===== config.mk =====
export PLATFORM = sky130hd
export DESIGN_NAME = ahblite_busmatrix_outputstage
export DESIGN_NICKNAME = d
export VERILOG_FILES = /design/src/rtl/ahb_bm_pkg.sv /design/src/rtl/ahblite_busmatrix_outputstage_arbiter.sv /design/src/rtl/ahblite_busmatrix_outputstage.sv
export SDC_FILE = /design/constraint.sdc
export NUM_CORES = 1
export LEC_CHECK = 0
export BUFFER_PORTS_ARGS = -buffer_cell sky130_fd_sc_hd__buf_2
export CAP_MARGIN = 10
export CORE_AREA = 2 2 119 121
export CTS_BUF_LIST = sky130_fd_sc_hd__clkbuf_8
export CTS_CLUSTER_DIAMETER = 60
export DETAILED_ROUTE_END_ITERATION = 8
export DIE_AREA = 0 0 121 123
export GPL_ROUTABILITY_DRIVEN = 0
export MAX_ROUTING_LAYER = met4
export SYNTH_ARGS = -nofsm -noshare
export SYNTH_HDL_FRONTEND = slang
export SYNTH_SLANG_ARGS = --single-unit
export TNS_END_PERCENT = 10

===== constraint.sdc =====
create_clock -name HCLK -period 1.9 [get_ports HCLK]
set_clock_uncertainty 0.1 [all_clocks]
set_input_delay 0.38 -clock HCLK [delete_from_list [all_inputs] [get_ports HCLK]]
set_output_delay 0.38 -clock HCLK [all_outputs]
set_load 0.005 [all_outputs]

===== src/rtl/ahb_bm_pkg.sv =====
// Shared definitions for the AHB-Lite bus matrix: owner encoding and HTRANS codes.
package ahb_bm_pkg;

    typedef enum logic [1:0] {
        OWN_NONE = 2'b00,
        OWN_M0   = 2'b01,
        OWN_M1   = 2'b10
    } own_e;

    localparam logic [1:0] IDLE   = 2'b00;
    localparam logic [1:0] BUSY   = 2'b01;
    localparam logic [1:0] NONSEQ = 2'b10;
    localparam logic [1:0] SEQ    = 2'b11;

endpackage


===== src/rtl/ahblite_busmatrix_outputstage_arbiter.sv =====
// Address-phase ownership FSM: burst continuation, then round-robin, then hold.
module ahblite_busmatrix_arbiter
    import ahb_bm_pkg::*;
(
    input  logic HCLK,
    input  logic HRESETn,
    input  logic req_m0_i,
    input  logic req_m1_i,
    input  logic seq_m0_i,
    input  logic seq_m1_i,
    input  logic hready_i,
    output own_e addr_own_o
);

    own_e addr_own_q;

    always_ff @(posedge HCLK or negedge HRESETn) begin
        if (!HRESETn) begin
            addr_own_q <= OWN_NONE;
        end else if (hready_i) begin
            unique case (addr_own_q)
                OWN_M0: begin
                    if (seq_m0_i)      addr_own_q <= OWN_M0;
                    else if (req_m1_i) addr_own_q <= OWN_M1;
                    else if (req_m0_i) addr_own_q <= OWN_M0;
                    else               addr_own_q <= OWN_NONE;
                end
                OWN_M1: begin
                    if (seq_m1_i)      addr_own_q <= OWN_M1;
                    else if (req_m0_i) addr_own_q <= OWN_M0;
                    else if (req_m1_i) addr_own_q <= OWN_M1;
                    else               addr_own_q <= OWN_NONE;
                end
                default: begin
                    if (req_m0_i)      addr_own_q <= OWN_M0;
                    else if (req_m1_i) addr_own_q <= OWN_M1;
                    else               addr_own_q <= OWN_NONE;
                end
            endcase
        end
    end

    assign addr_own_o = addr_own_q;

endmodule


===== src/rtl/ahblite_busmatrix_outputstage.sv =====
// Slave-side output stage: arbitrates M0/M1, muxes the address phase and steers the data phase.
module ahblite_busmatrix_outputstage
    import ahb_bm_pkg::*;
#(
    parameter int ADDR_W = 32,
    parameter int DATA_W = 32
) (
    input  logic              HCLK,
    input  logic              HRESETn,

    input  logic              HSEL_M0,
    input  logic [ADDR_W-1:0] HADDR_M0,
    input  logic [1:0]        HTRANS_M0,
    input  logic              HWRITE_M0,
    input  logic [2:0]        HSIZE_M0,
    input  logic [2:0]        HBURST_M0,
    input  logic [3:0]        HPROT_M0,
    input  logic [DATA_W-1:0] HWDATA_M0,

    input  logic              HSEL_M1,
    input  logic [ADDR_W-1:0] HADDR_M1,
    input  logic [1:0]        HTRANS_M1,
    input  logic              HWRITE_M1,
    input  logic [2:0]        HSIZE_M1,
    input  logic [2:0]        HBURST_M1,
    input  logic [3:0]        HPROT_M1,
    input  logic [DATA_W-1:0] HWDATA_M1,

    input  logic              HREADYOUT_S,
    input  logic [1:0]        HRESP_S,
    input  logic [DATA_W-1:0] HRDATA_S,

    output logic              HSEL_S,
    output logic [ADDR_W-1:0] HADDR_S,
    output logic [1:0]        HTRANS_S,
    output logic              HWRITE_S,
    output logic [2:0]        HSIZE_S,
    output logic [2:0]        HBURST_S,
    output logic [3:0]        HPROT_S,
    output logic [DATA_W-1:0] HWDATA_S,
    output logic              HREADY_S,

    output logic              ACTIVE_Outputstage_M0,
    output logic              ACTIVE_Outputstage_M1,
    output logic              HREADYOUT_Outputstage_M0,
    output logic              HREADYOUT_Outputstage_M1,
    output logic [1:0]        HRESP_Outputstage,
    output logic [DATA_W-1:0] HRDATA_Outputstage
);

    logic req_m0, req_m1, seq_m0, seq_m1;
    own_e addr_own;
    own_e data_own_q, data_own_d;

    assign req_m0 = HSEL_M0 & HTRANS_M0[1];
    assign req_m1 = HSEL_M1 & HTRANS_M1[1];
    assign seq_m0 = HSEL_M0 & (HTRANS_M0 == SEQ);
    assign seq_m1 = HSEL_M1 & (HTRANS_M1 == SEQ);

    ahblite_busmatrix_arbiter u_arbiter (
        .HCLK       (HCLK),
        .HRESETn    (HRESETn),
        .req_m0_i   (req_m0),
        .req_m1_i   (req_m1),
        .seq_m0_i   (seq_m0),
        .seq_m1_i   (seq_m1),
        .hready_i   (HREADYOUT_S),
        .addr_own_o (addr_own)
    );

    // Data phase belongs to whoever had a real transfer on the bus at the accepting edge.
    always_comb begin
        data_own_d = data_own_q;
        if (HREADYOUT_S) begin
            if (addr_own == OWN_M0 && req_m0)      data_own_d = OWN_M0;
            else if (addr_own == OWN_M1 && req_m1) data_own_d = OWN_M1;
            else                                   data_own_d = OWN_NONE;
        end
    end

    always_ff @(posedge HCLK or negedge HRESETn) begin
        if (!HRESETn) data_own_q <= OWN_NONE;
        else          data_own_q <= data_own_d;
    end

    always_comb begin
        HSEL_S   = 1'b0;
        HADDR_S  = '0;
        HTRANS_S = IDLE;
        HWRITE_S = 1'b0;
        HSIZE_S  = '0;
        HBURST_S = '0;
        HPROT_S  = '0;
        unique case (addr_own)
            OWN_M0: begin
                HSEL_S   = HSEL_M0;
                HADDR_S  = HADDR_M0;
                HTRANS_S = HTRANS_M0;
                HWRITE_S = HWRITE_M0;
                HSIZE_S  = HSIZE_M0;
                HBURST_S = HBURST_M0;
                HPROT_S  = HPROT_M0;
            end
            OWN_M1: begin
                HSEL_S   = HSEL_M1;
                HADDR_S  = HADDR_M1;
                HTRANS_S = HTRANS_M1;
                HWRITE_S = HWRITE_M1;
                HSIZE_S  = HSIZE_M1;
                HBURST_S = HBURST_M1;
                HPROT_S  = HPROT_M1;
            end
            default: ;
        endcase
    end

    always_comb begin
        HWDATA_S = '0;
        unique case (data_own_q)
            OWN_M0:  HWDATA_S = HWDATA_M0;
            OWN_M1:  HWDATA_S = HWDATA_M1;
            default: ;
        endcase
    end

    assign HREADY_S                 = HREADYOUT_S;
    assign ACTIVE_Outputstage_M0    = (addr_own == OWN_M0);
    assign ACTIVE_Outputstage_M1    = (addr_own == OWN_M1);
    assign HREADYOUT_Outputstage_M0 = (data_own_q == OWN_M0) ? HREADYOUT_S : 1'b1;
    assign HREADYOUT_Outputstage_M1 = (data_own_q == OWN_M1) ? HREADYOUT_S : 1'b1;
    assign HRESP_Outputstage        = HRESP_S;
    assign HRDATA_Outputstage       = HRDATA_S;

endmodule


; Yosys cells after proc, flatten, opt, wreduce, memory -nomap -nowiden
; Index checks and enable logic that the tools add are counted.
[classes]
n_eq_ne = 6
mux = 19
bitwise = 4
reduce_logical = 2
[ops]
columns = operator, count
row1 = case mux 32 bit (2 select lines), 2
row2 = 2-to-1 mux 2 bit, 7
row3 = case mux 3 bit (2 select lines), 2
row4 = == test 2 bit (second input constant), 4
row5 = case mux 2 bit (2 select lines), 2
row6 = case mux 4 bit (2 select lines), 1
row7 = AND 1 bit, 4
row8 = == test 2 x 1 -> 1 bit (second input constant), 2
row9 = case mux 1 bit (2 select lines), 2
row10 = 2-to-1 mux 1 bit, 3
row11 = logical AND 1 bit, 2
[totals]
reg_bits = 4
input_bits = 193
out_inout_bits = 117
elab_cells = 33

; Longest topological paths before layout
; Gate-level depths: netlist of run 1.
[depth]
ltp_word = 5
depth_mapped = 6

; Hierarchy
; From an unflattened synthesis of run 1, not the netlist that was laid out.
[hier_totals]
hier_cells = 258
area_unflattened_um2 = 1825.5
[by_module_without_submodules]
columns = mod, instances, cells_each, area_each_um2, seq_area_each_um2
row1 = ahblite_busmatrix_outputstage, 1, 238, 1651.6, 50.0
row2 = ahblite_busmatrix_arbiter, 1, 20, 173.9, 50.0

; Worst setup path after synthesis of run 1
; No wires, ideal clock.
[synth_timing]
path_kind = register -> output
startpoint = reg u_arbiter.addr_own_q[0], in the netlist u_arbiter.addr_own_o[0]
endpoint = out HADDR_S[0]
arrival_ps = 1180
path_slack_ps = 240
stages_incl_launch_ff = 6
path_buffers = 2
cell_sequence = dfrtp_1 inv_1 ha_1 buf_2 buf_2 nor2_1
[synth_between]
elab_chain_cells = 2
elab_cells_between_ends = 3
cone_classes = 2 x eq/ne / 1 x mux
[synth_lines]
columns = item, line
row1 = from (decl), ahblite_busmatrix_outputstage_arbiter.sv:15  ; own_e addr_own_q;
row2 = from (signal assigned), ahblite_busmatrix_outputstage_arbiter.sv:19  ; addr_own_q <= OWN_NONE;
row3 = from (signal assigned), ahblite_busmatrix_outputstage_arbiter.sv:23  ; if (seq_m0_i) addr_own_q <= OWN_M0;
row4 = from (signal assigned), ahblite_busmatrix_outputstage_arbiter.sv:24  ; else if (req_m1_i) addr_own_q <= OWN_M1;
row5 = == test 2 bit or == test 2 x 1 -> 1 bit (tied branches), ahblite_busmatrix_outputstage.sv:94  ; unique case (addr_own)
row6 = case mux 32 bit (2 select lines) *, ahblite_busmatrix_outputstage.sv:94
row7 = to (decl), ahblite_busmatrix_outputstage.sv:34  ; output logic [ADDR_W-1:0] HADDR_S,
; Every way passes the cells marked *; elsewhere a longest branch is shown, timed or not.

; Final worst setup path of run 1
[layout_timing]
startpoint = reg u_arbiter.addr_own_q[0], in the netlist u_arbiter.addr_own_o[0]
endpoint = out HADDR_S[14]
; The elaborated chain is that of the path after synthesis.

==> results of run 1 <==
-- metal layers --
| metal | vias up | track usage | share of wire |
|---|---|---|---|
| met5 | - | - | 0 |
| met4 | 0 | 0.0291 | 0.014 |
| met3 | 24 | 0.0189 | 0.083 |
| met2 | 187 | 0.206 | 0.53 |
| met1 | 1264 | 0.114 | 0.37 |
| li1 | 1270 | - | - |
-- worst paths after layout --
kind	start	end	slack, ns	cells after the start
setup / recovery	u_arbiter.addr_own_o[0]	HADDR_S[14]	-0.06	6
hold / removal	HREADYOUT_S	u_arbiter.addr_own_o[0]	0.40	2
setup reg to reg	u_arbiter.addr_own_o[0]	u_arbiter.addr_own_o[1]	0.26	6
hold reg to reg	data_own_q[1]	data_own_q[1]	0.50	2
max in group asynchronous	HRESETn	u_arbiter.addr_own_o[1]	1.17	2
min in group asynchronous	HRESETn	data_own_q[1]	0.41	2
-- Yosys cell counts --
cell / count
clkbuf_1: 3
o2111ai_1: 1
and3_1: 1
a211o_1: 2
nand2b_1: 3
buf_4: 40
clkbuf_2: 2
buf_6: 4
o21ai_0: 1
nand4b_1: 1
nor2_1: 79
inv_1: 4
buf_2: 13
a31oi_1: 2
o32ai_1: 1
ha_1: 4
mux2_2: 1
nor3_1: 1
nand2_1: 4
a21oi_1: 1
and4b_1: 1
dfrtp_1: 4
a22oi_1: 77
-- layout make-up --
| type | count | area share |
|---|---|---|
| timing repair buffer | 259 | 0.482 |
| multi-input combinational | 180 | 0.399 |
| tap | 180 | 0.0695 |
| sequential | 4 | 0.0309 |
| clock buffer | 3 | 0.0127 |
| inverter | 4 | 0.00463 |
| antenna | 1 | 0.000772 |
-- placed cells by master (no fill, tap or decap), types with 2 or more instances in the layout --
master / count
buf_2: 240
nor2_1: 77
a22oi_1: 41
a22oi_2: 36
clkbuf_16: 7
buf_12: 6
nand2_1: 4
ha_4: 4
dfrtp_1: 4
inv_2: 3
nand2b_1: 3
clkbuf_8: 3
nor2_2: 2
a211o_1: 2
a31oi_1: 2
buf_4: 2
buf_8: 2
-- flip-flops by register name, summed over array words and instances, names as in the netlist --
name / flops
data_own_q: 2
u_arbiter.addr_own_o: 2
-- cell families after synthesis --
group,count (synthesis)
DFF,4
buffers and inverters,66
muxes,1
AOI/OAI and AO/OA,85
adders and majority gates,4
and+or+nand+nor,90
-- worst register-to-register path, cell delays in order, from the launching register on --
cell and delay (ns):
dfrtp_1 0.42, inv_2 0.07, ha_4 0.27, buf_12 0.20, nor3_1 0.10, a211o_1 0.23
a31oi_1 0.17
-- timing repair --
item | in CTS | in global routing
hold endpoints to repair | 4 | 0
setup buffers | 0 | 1
resized for setup | 2 | 50
gates cloned | 0 | 8
hold buffers | 1 | 0
pin swaps | 0 | 2
setup endpoints to repair | 65 | 78
-- where the power goes --
group          leakage, nW  total (mW)  internal (mW)  switching [mW]
clock network       0.0216       0.184          0.136          0.0487
registers           0.0517       0.103         0.0933          0.0101
logic                 1.53        1.00          0.494           0.507
==> impl_results.md, run 1 <==
- Synthesized area: 1600 µm²
- Die Area: around 15000 µm²
- Slowest stage delay, CP: 0.42 ns
- Seq cells post-synth: 4
- WS Path Type: reg2out
- Slew Viols, Final: 0
- DR vias: between 2000 and 3000
- Finished Core Util: 0.238
- Top delay family on crit path: flip-flops
- Tot Pwr: about 1.3 mW
- VDD IR max: 0.186 mV
- Die W: roughly 120 µm
- Cells after synthesis: 250
- Outcome: finished, violations left
- Wirelength per Cell: about 17 µm
- Area of the multi-input gates: between 1000 and 1500 µm²
- Critical Path Start Type: flip-flop
- Warning count from the yosys run: 0
- Starting Density: 0.118
- Die Ht: 123 µm
- Fin. Hold Viols: 0
- Largest net degree at the start of global routing: 52
- Failing checks: negative setup slack
- GR Overflow Total: 0
- DP HPWL: 7600 µm
- Final Non-Filler Cells: 631
- Worst-path clk slew: ~0.030 ns
- Lkg Pwr: 1.60 nW
- CTS Sinks: 4
- FMAX: about 510 MHz
- Least-Margin Pin Slew: 0.229 ns
- Synth Area per Inst: 6.42 µm²
- Pre-CTS WS: 0.104 ns
- Final net count: 649
- CP max FO: 20
- DRT Wirelength: 10700 µm
- DR iter-0 viols: 124
- Vias per cell: 4.35
- PnR worst setup slack: -0.0630 ns
- Share of cells above drive strength 1: 0.682
- Drt pass-1 iters: 4
- Fraction of the mapped netlist area in adder cells: 0.0312
- Clk buf depth: 2
- Syn_nets: 447
- Total negative slack: -1.66 ns
- I/O pin count: 310
- Top cell type's share of synthesized area: 0.360
- Buffer and inverter count on the worst path: 3
- Synth area leaders: a22oi_1 (36%), buf_4 (19%), nor2_1 (18%), dfrtp_1 (6.2%), buf_2 (4.1%)
- Post-DRT Antenna Nets: 0
- Final period util: 1.03
- Placed inst area: about 2700 µm²
- Number of global-route vias before repair: 2275
- Design area: 3240 µm²
- CTS tree: done
- Row count: between 40 and 50
- Initial antenna violation count: 2
- Post-synthesis mux area share: 0.00702
- PortBufs: 241
- Global-route wire length before repair: approximately 12000 µm
- RSZ-0062 raised after global routing: true
- Setup violations, final: 67
- CP max stage cell: dfrtp_1
- Tmin final: 1.96 ns
- Slew HR: 0.847
- PwrDens: 398 nW/µm²
- Root Buffer: clkbuf_8
- Hold/Removal Path Class: in2reg
- Layout fillers: around 1500
- Residual DRC: 0
- Post-Place Cells: 617
- Area grow syn2layout: 102%
- Synth Area in Compound Gates: 0.396
- CORE AREA: 13600 µm²
- GRT Overall Usage: 0.108
- Max_cap viols: 0
- CP Capture Type: output port
- Fin Hold WS: 0.404 ns
- Seq/Total Area, Yosys: 0.0624
- Worst-path cell chain: inv_2, ha_4, clkbuf_16, a22oi_1, nor2_1, buf_2
- Synth Area in Simple Gates: 0.225
- Worst EP required: 1.42 ns
- Seq. cell area: 100 µm²
- Skew-Pair Late Insertion Delay: 0.22 ns
- Synth Area in XOR/XNOR: 0
- Yosys top cell by area: a22oi_1
- Arr. time, crit path: 1.48 ns
- CTS HTree Levels: 1
- Synth cell types: 23
- Cts bufs inserted: 3
- Main combinational cell family by area after synthesis: compound AO/OA/AOI/OAI gates
Power figures use the tool's default switching activity.
==> inputs of run 2 (changes only) <==
--- a/config.mk
+++ b/config.mk
@@ -5,13 +5,14 @@
 export SDC_FILE = /design/constraint.sdc
 export NUM_CORES = 1
 export LEC_CHECK = 0
+export ABC_AREA = 1
 export BUFFER_PORTS_ARGS = -buffer_cell sky130_fd_sc_hd__buf_2
 export CAP_MARGIN = 10
-export CORE_AREA = 2 2 119 121
+export CORE_AREA = 8 8 115 117
 export CTS_BUF_LIST = sky130_fd_sc_hd__clkbuf_8
 export CTS_CLUSTER_DIAMETER = 60
 export DETAILED_ROUTE_END_ITERATION = 8
-export DIE_AREA = 0 0 121 123
+export DIE_AREA = 0 0 123 125
 export GPL_ROUTABILITY_DRIVEN = 0
 export MAX_ROUTING_LAYER = met4
 export SYNTH_ARGS = -nofsm -noshare
==> run 2 against run 1 <==
The run now fails in detailed routing (5_2_route). Area after synthesis up 8.1%. Synthesized cell count up 37%. Global-route usage up 1.5 points.
==> impl_results.md, run 2 <==
- Largest net degree at the start of global routing: 26 (-50%)
- Synth cell types: 16 (-30%)
- PortBufs: 241 (unchanged)
- Cts bufs inserted: 3 (unchanged)
- Most common cell in the synthesized netlist: nand2_1
- Post-synth top flop: dfrtp_1
- GRT Overall Usage: 0.123 (+0.0149)
- Clk buf depth: 2 (unchanged)
- Yosys top cell by area: nand2_1
- Global-route wire length before repair: 15000 µm (+24%)
- Die W: 123 µm (+1.7%)
- Root Buffer: clkbuf_8
- Starting Density: 0.149 (+0.0315)
- Seq/Total Area, Yosys: 0.0577 (-0.00468)
- Commonest cells post-synth: nand2_1 (171), a21oi_1 (78), buf_4 (36)
- First Error: [ERROR DRT-0255] Maze Route cannot find path of net HRDATA_S[10] in worker of routeBox ( 96600 96600 ) ( 123000 125000 ).
- WEP type: output port
- Critical endpoint after global-route timing repair: HADDR_S[13]
- Synthesized area: 1730 µm² (+8.1%)
- Initial antenna violation count: 0 (-2)
- CTS HTree Levels: 1 (unchanged)
- Share of synthesized flip-flops with an asynchronous set or reset: 1.00 (unchanged)
- I/O pin count: 310 (unchanged)
- Number of global-route vias before repair: 3089 (+36%)
- Warning count from the yosys run: 0 (unchanged)
- CTS Sinks: 4 (unchanged)
- GR Overflow Total: 0 (unchanged)
- Post-synth EDFFs: 0 (unchanged)
- Cells after synthesis: 342 (+37%)
- Outcome: did not finish
- Exit stage: detailed routing (5_2_route)
- Synth Area per Inst: 5.07 µm² (-21%)
- Seq cells post-synth: 4 (unchanged)
- Die Ht: 125 µm (+1.6%)
- Top cell type's share of synthesized area: 0.370 (+0.00976)
- Row count: 40 (-7.0%)
- Syn_nets: 539 (+21%)
- DP HPWL: 7580 µm (-0.25%)
- Post-Place Cells: 678 (+9.9%)
- Synth area leaders: nand2_1 (37%), a21oi_1 (23%), buf_4 (16%), buf_6 (5.8%), dfrtp_1 (5.8%)
-- run 2: cell types whose count changed after synthesis, sizes merged, moves of 2 or more --
cell and delta:
a21oi +77, a22oi -77, nand2b -3, nand2 +167, nor2 -71, nand3 +2, clkbuf -2, a31oi -2
inv +5, a211o -2
-- run 2: timing repair --
action,in CTS,in global routing
cloned,6,1
resized for setup,36,48
buffers inserted,6,0
hold buffers,1,0
setup endpoints to repair,75,78
hold endpoints to repair,4,0
pin swaps,8,6
-- run 2: through the flow --
step | area [µm²] | setup WS [ns]
after global routing | 3400 | -0.109
after floorplan | 1730 | 0.233
after detailed placement | 2820 | 0.0987
after global placement | 2820 | 0.105
after CTS | 3210 | -0.0358
-- run 2: per-layer routing --
metal,GRT usage
met5,-
met3,0.0347
met2,0.230
met1,0.123
met4,0.0248
-- run 2: logic make-up after synthesis --
kind of cell / share of synthesized area
buffers and inverters: 0.278
AND/OR/NAND/NOR: 0.400
adder cells (fa/ha/maj): 0.0289
flip-flops: 0.0577
AO/OA/AOI/OAI: 0.236
==> inputs of run 3 (changes only) <==
--- a/config.mk
+++ b/config.mk
@@ -8,13 +8,11 @@
 export ABC_AREA = 1
 export BUFFER_PORTS_ARGS = -buffer_cell sky130_fd_sc_hd__buf_2
 export CAP_MARGIN = 10
-export CORE_AREA = 8 8 115 117
-export CTS_BUF_LIST = sky130_fd_sc_hd__clkbuf_8
-export CTS_CLUSTER_DIAMETER = 60
+export CORE_AREA = 8 8 114 116
 export DETAILED_ROUTE_END_ITERATION = 8
-export DIE_AREA = 0 0 123 125
+export DIE_AREA = 0 0 122 124
 export GPL_ROUTABILITY_DRIVEN = 0
-export MAX_ROUTING_LAYER = met4
+export PLACE_DENSITY_LB_ADDON = 0.15
 export SYNTH_ARGS = -nofsm -noshare
 export SYNTH_HDL_FRONTEND = slang
 export SYNTH_SLANG_ARGS = --single-unit
==> run 3 against run 2 <==
The flow now finishes, with violations (negative setup slack). Global-route usage fell by 0.14 points. Synthesized cell count is the same. Area after synthesis did not move.
==> impl_results.md, run 3 <==
- Tmin final: slightly below 2 ns
- Area of the multi-input gates: 1400 µm²
- Critical Path Start Type: flip-flop
- Slowest stage delay, CP: 0.39 ns
- Share of synthesized flip-flops with an asynchronous set or reset: 1.00 (unchanged)
- Seq cells post-synth: 4 (unchanged)
- Setup violations, final: 49
- Residual DRC: 0
- Skew-Pair Late Insertion Delay: about 0.22 ns
- Worst EP required: around 1.4 ns
- Synth Area per Inst: 5.07 µm² (unchanged)
- PortBufs: 241 (unchanged)
- GRT Overall Usage: 0.122 (-0.00142)
- Max_cap viols: 0
- Worst-path cell chain: inv_2, ha_4, buf_4, clkbuf_16, nand2_1, a21oi_2, buf_2
- Critical path origin: u_arbiter.addr_own_o[1]
- Reg2Reg Launch Point: u_arbiter.addr_own_o[1]
- CP max stage cell: dfrtp_1
- PwrDens: ~450 nW/µm²
- Area grow syn2layout: 97.3%
- Hold path start: HREADYOUT_S
- Die W: 122 µm (-0.81%)
- Warning count from the yosys run: 0 (unchanged)
- CTS tree: done
- Commonest non-fill, non-tap cell in the layout: buf_2
- Top cell type's share of synthesized area: 0.370 (unchanged)
- Row count: 39 (-2.5%)
- Drt pass-1 iters: 4
- PnR worst setup slack: -0.0620 ns
- Vias per cell: 4.28
- DR iter-0 viols: between 90 and 100
- Seq. cell area: between 100 and 150 µm²
- Slew Viols, Final: 0
- Number of global-route vias before repair: 3049 (-1.3%)
- Share of cells above drive strength 1: 0.585
- Worst-path clk slew: 0.03 ns
- Total negative slack: -1.20 ns
- Cts bufs inserted: 3 (unchanged)
- Post-DRT Antenna Nets: 0
- Final net count: 748
- GR Overflow Total: 0 (unchanged)
- Synth cell types: 16 (unchanged)
- # diodes: 0
- Final period util: 1.03
- Root Buffer: clkbuf_16
- Failing checks: negative setup slack
- WS Path Type: reg2out
- CTS HTree Levels: 1 (unchanged)
- VDD IR max: 0.227 mV
- Lkg Pwr: 1.75 nW
- FMAX: around 510 MHz
- RSZ-0062 raised after global routing: true
- CTS Sinks: 4 (unchanged)
- Largest net degree at the start of global routing: 33 (+27%)
- DRT Wirelength: between 10000 and 15000 µm
- Arr. time, crit path: ~1.5 ns
- Clk buf depth: 2 (unchanged)
- Leading cell types in the layout, fill and taps excluded: buf_2 (241), nand2_1 (156), a21oi_1 (48)
- Die Area: 15100 µm²
- DR vias: 2963
- Syn_nets: 539 (unchanged)
- Most common cell in the synthesized netlist: nand2_1
- CP max FO: 10
- Layout fillers: approximately 1200
- Cells after synthesis: 342 (unchanged)
- CP Capture Type: output port
- Hold/Removal Path Class: in2reg
- Seq/Total Area, Yosys: 0.0577 (unchanged)
- CORE AREA: 11200 µm²
- Outcome: finished, violations left
- Global-route wire length before repair: 15000 µm (about the same)
- Synth area leaders: nand2_1 (37%), a21oi_1 (23%), buf_4 (16%), buf_6 (5.8%), dfrtp_1 (5.8%)
- Finished Core Util: 0.306
- Die Ht: 124 µm (-0.80%)
- I/O pin count: 310 (unchanged)
- Synthesized area: 1730 µm² (unchanged)
- Slew HR: 0.861
- Fin. Hold Viols: 0
- Commonest cells post-synth: nand2_1 (171), a21oi_1 (78), buf_4 (36)
- Starting Density: 0.155 (+0.00584)
- Post-synth EDFFs: 0 (unchanged)
- Wirelength per Cell: 15.6 µm
- Yosys top cell by area: nand2_1
- Initial antenna violation count: 0 (unchanged)
- Post-synth top flop: dfrtp_1
- Tot Pwr: 1.53 mW
- Least-Margin Pin Slew: between 0.2 and 0.25 ns
- DP HPWL: 8020 µm (+5.8%)
==> run 3: cell counts after synthesis <==
Identical to the previous run, type by type.
==> run 3: final cells by class <==
class | count | share of cell area
clock buffers | 3 | 0.0219
inverters | 9 | 0.00987
multi-input cells | 268 | 0.408
flip-flops and latches | 4 | 0.0296
well taps | 143 | 0.0523
repair buffers | 265 | 0.479
==> run 3: report_power, final <==
part	leakage, nW	total [mW]	internal, mW	switching (mW)
Sequential	0.0500	0.105	0.0944	0.0106
Combinational	1.66	1.10	0.541	0.558
Clock	0.0370	0.327	0.269	0.0580
==> run 3: worst max-delay path: cells and delay by family (launching register included) <==
kind / cells / cell delay, ns
buffers and inverters: 4 / 0.47
flip-flops: 1 / 0.39
adder cells (fa/ha/maj): 1 / 0.18
AO/OA/AOI/OAI: 1 / 0.14
AND/OR/NAND/NOR: 1 / 0.06
==> run 3: path summary, 6_finish.rpt <==
kind	end	slack [ns]	cells past startpoint
worst max-delay path	HADDR_S[11]	-0.06	7
worst min-delay path	u_arbiter.addr_own_o[0]	0.39	3
worst max register to register	u_arbiter.addr_own_o[1]	0.27	8
worst min register to register	u_arbiter.addr_own_o[0]	0.46	2
max in group asynchronous	u_arbiter.addr_own_o[0]	1.15	2
min in group asynchronous	data_own_q[1]	0.42	2
==> run 3: logic make-up after synthesis <==
kind of cell    after synthesis  share of synthesized area
flops                         4                     0.0577
simple gates                183                      0.400
compound gates               81                      0.236
fa+ha+maj                     4                     0.0289
buf+inv                      70                      0.278
==> run 3: routing by layer <==
metal / wire length [µm] / track usage / share of wire
met1: 3670 / 0.115 / 0.34
met2: 5510 / 0.231 / 0.51
met3: 1490 / 0.0553 / 0.14
met4: 107 / 0.0332 / 0.0099
met5: 0 / 0 / 0
==> run 3: repair_timing <==
| action | CTS | global route |
|---|---|---|
| hold buffers | 1 | 0 |
| gates cloned | 4 | 3 |
| pin swaps | 17 | 17 |
| hold endpoints to repair | 4 | 0 |
| buffers inserted | 0 | 8 |
| endpoints found under the setup margin | 78 | 78 |
| resized for setup | 44 | 38 |
==> run 3: stage by stage <==
step	cell area, µm²	instances	worst slack (ns)	hold slack, ns
2_1_floorplan	1730	342	0.233	-0.0156
3_3_place_gp	2800	674	0.0411	0.0939
3_5_place_dp	2800	674	0.0546	0.0921
4_1_cts	3160	682	-0.0590	0.393
5_1_grt	3420	692	-0.132	0.436
6_report	3420	692	-0.0620	0.393
==> inputs of run 4 (changes only) <==
--- a/config.mk
+++ b/config.mk
@@ -12,7 +12,7 @@
 export DETAILED_ROUTE_END_ITERATION = 8
 export DIE_AREA = 0 0 122 124
 export GPL_ROUTABILITY_DRIVEN = 0
-export PLACE_DENSITY_LB_ADDON = 0.15
+export PLACE_DENSITY = 0.61
 export SYNTH_ARGS = -nofsm -noshare
 export SYNTH_HDL_FRONTEND = slang
 export SYNTH_SLANG_ARGS = --single-unit
==> run 4 against run 3 <==
The run still ends with negative setup slack left. Power down 6.5%. Combinational power down 9%. Sequential power about the same. Clock-buffer cell count unchanged. Die area unchanged.
==> impl_results.md, run 4 (same netlist as run 3, synthesis figures left out) <==
- Outcome: finished, violations left
- Pre-CTS WS: 0.150 ns (+0.0956 ns)
- DR vias: 2954 (-0.30%)
- PortBufs: 241 (unchanged)
- PwrDens: 437 nW/µm² (-2.3%)
- Row count: 39 (unchanged)
- Worst EP required: 1.42 ns (about the same)
- Starting Density: 0.155 (unchanged)
- Total negative slack: -0.141 ns (+1.05 ns)
- CTS HTree Levels: 1 (unchanged)
- Leading cell types in the layout, fill and taps excluded: buf_2 (241), nand2_1 (165), a21oi_1 (54)
- Root Buffer: clkbuf_16
- Area of the multi-input gates: 1310 µm² (-5.9%)
- VDD IR max: 0.249 mV (+9.6%)
- Max_cap viols: 0 (unchanged)
- Commonest non-fill, non-tap cell in the layout: buf_2
- Least-Margin Pin Slew: 0.227 ns (+0.0210 ns)
- RSZ-0062 raised after global routing: true
- CTS Sinks: 4 (unchanged)
- Final period util: 1.02 (-0.0167)
- PnR worst setup slack: -0.0302 ns (+0.0318 ns)
- Initial antenna violation count: 0 (unchanged)
- Slew HR: 0.847 (-0.0141)
- Arr. time, crit path: 1.45 ns (-0.03 ns)
- Cts bufs inserted: 3 (unchanged)
- Fin. Hold Viols: 0 (unchanged)
- DR iter-0 viols: 110 (+18%)
- Slew Viols, Final: 0 (unchanged)
- # diodes: 0 (unchanged)
- GRT Overall Usage: 0.111 (-0.0105)
- Die Area: 15100 µm² (unchanged)
- Die Ht: 124 µm (unchanged)
- Seq. cell area: 100 µm² (-1.2%)
- Final Non-Filler Cells: 687 (-0.72%)
- Wirelength per Cell: 14.9 µm (-4.4%)
- Clk buf depth: 2 (unchanged)
- CORE AREA: 11200 µm² (unchanged)
- Global-route wire length before repair: 13600 µm (-9.1%)
- Lkg Pwr: 1.71 nW (-2.3%)
- Final net count: 743 (-0.67%)
- WS Path Type: reg2out
- I/O pin count: 310 (unchanged)
- Worst-path clk slew: 0.03 ns (about the same)
- Number of global-route vias before repair: 2850 (-6.5%)
- Worst-path cell chain: inv_2, ha_4, clkbuf_16, nand2_1, a21oi_2, buf_2
- FMAX: 518 MHz (+1.6%)
- Drt pass-1 iters: 4 (unchanged)
- Setup violations, final: 13 (-73%)
- Tmin final: 1.93 ns (-0.0318 ns)
- Post-Place Cells: 672 (-0.30%)
- CP Capture Type: output port
- Critical Path Start Type: flip-flop
- Share of cells above drive strength 1: 0.551 (-0.0332)
- Residual DRC: 0 (unchanged)
- Die W: 122 µm (unchanged)
- DP HPWL: 7480 µm (-6.7%)
- CTS tree: done
- DRT Wirelength: 10200 µm (-5.1%)
- Largest net degree at the start of global routing: 51 (+55%)
- Hold/Removal Path Class: in2reg
- GR Overflow Total: 0 (unchanged)
- Area grow syn2layout: 88.8%
- CP max stage cell: dfrtp_1
- Layout fillers: 1290 (+3.4%)
- CP max FO: 16 (+6)
- Slowest stage delay, CP: 0.42 ns (+0.03 ns)
- Skew-Pair Late Insertion Delay: 0.22 ns (about the same)
- Post-DRT Antenna Nets: 0 (unchanged)
- Vias per cell: 4.30 (+0.42%)
- Failing checks: negative setup slack
[run 4: repair_timing]
item / in CTS / in global routing
hold buffers: 1 / 0
cloned: 3 / 5
endpoints found under the setup margin: 52 / 78
buffers inserted: 1 / 2
endpoints found under the hold margin: 4 / 0
resized for setup: 13 / 33
pin swaps: 3 / 4
[run 4: per-stage QoR]
stage	instance area [µm²]	power (mW)	hold WS (ns)	utilization
final	3270	1.43	0.371	0.293
after global routing	3270	1.55	0.417	0.293
after CTS	3010	1.36	0.375	0.270
after detailed placement	2800	0.931	0.0971	0.250
after global placement	2800	0.936	0.0943	0.250
after floorplan	1730	0.593	-0.0156	-
[run 4: path summary, 6_finish.rpt]
path                                      endpoint  depth (start not counted)               startpoint  slack, ns
setup / recovery                       HWDATA_S[6]                          6            data_own_q[0]      -0.03
hold / removal                       data_own_q[1]                          2              HREADYOUT_S       0.37
min in group asynchronous            data_own_q[0]                          2                  HRESETn       0.43
setup reg to reg           u_arbiter.addr_own_o[1]                          7  u_arbiter.addr_own_o[1]       0.42
hold reg to reg            u_arbiter.addr_own_o[0]                          2  u_arbiter.addr_own_o[0]       0.42
max in group asynchronous            data_own_q[1]                          2                  HRESETn       1.15
[run 4: power by group]
part	total (mW)	switching (mW)	internal (mW)
registers	0.103	0.00946	0.0939
clock network	0.326	0.0573	0.269
logic	1.00	0.520	0.482
[run 4: cell type report]
cell class	instances	area share
inverter	9	0.0103
sequential	4	0.0306
multi-input combinational	268	0.401
tap	143	0.0546
timing repair buffer	260	0.481
clock buffer	3	0.0229
[run 4: metal layers]
metal	track usage	up-vias	routed length, µm
li1	-	1456	-
met1	0.106	1282	3600
met2	0.201	202	4910
met3	0.0621	14	1500
met4	0.0308	0	227
met5	0	-	0
[run 4: worst max-delay path: cells and delay by family (launching register included)]
family | cells | cell delay (ns)
compound gates | 1 | 0.13
fa+ha+maj | 1 | 0.20
buf+inv | 3 | 0.41
flops | 1 | 0.42
simple gates | 1 | 0.07
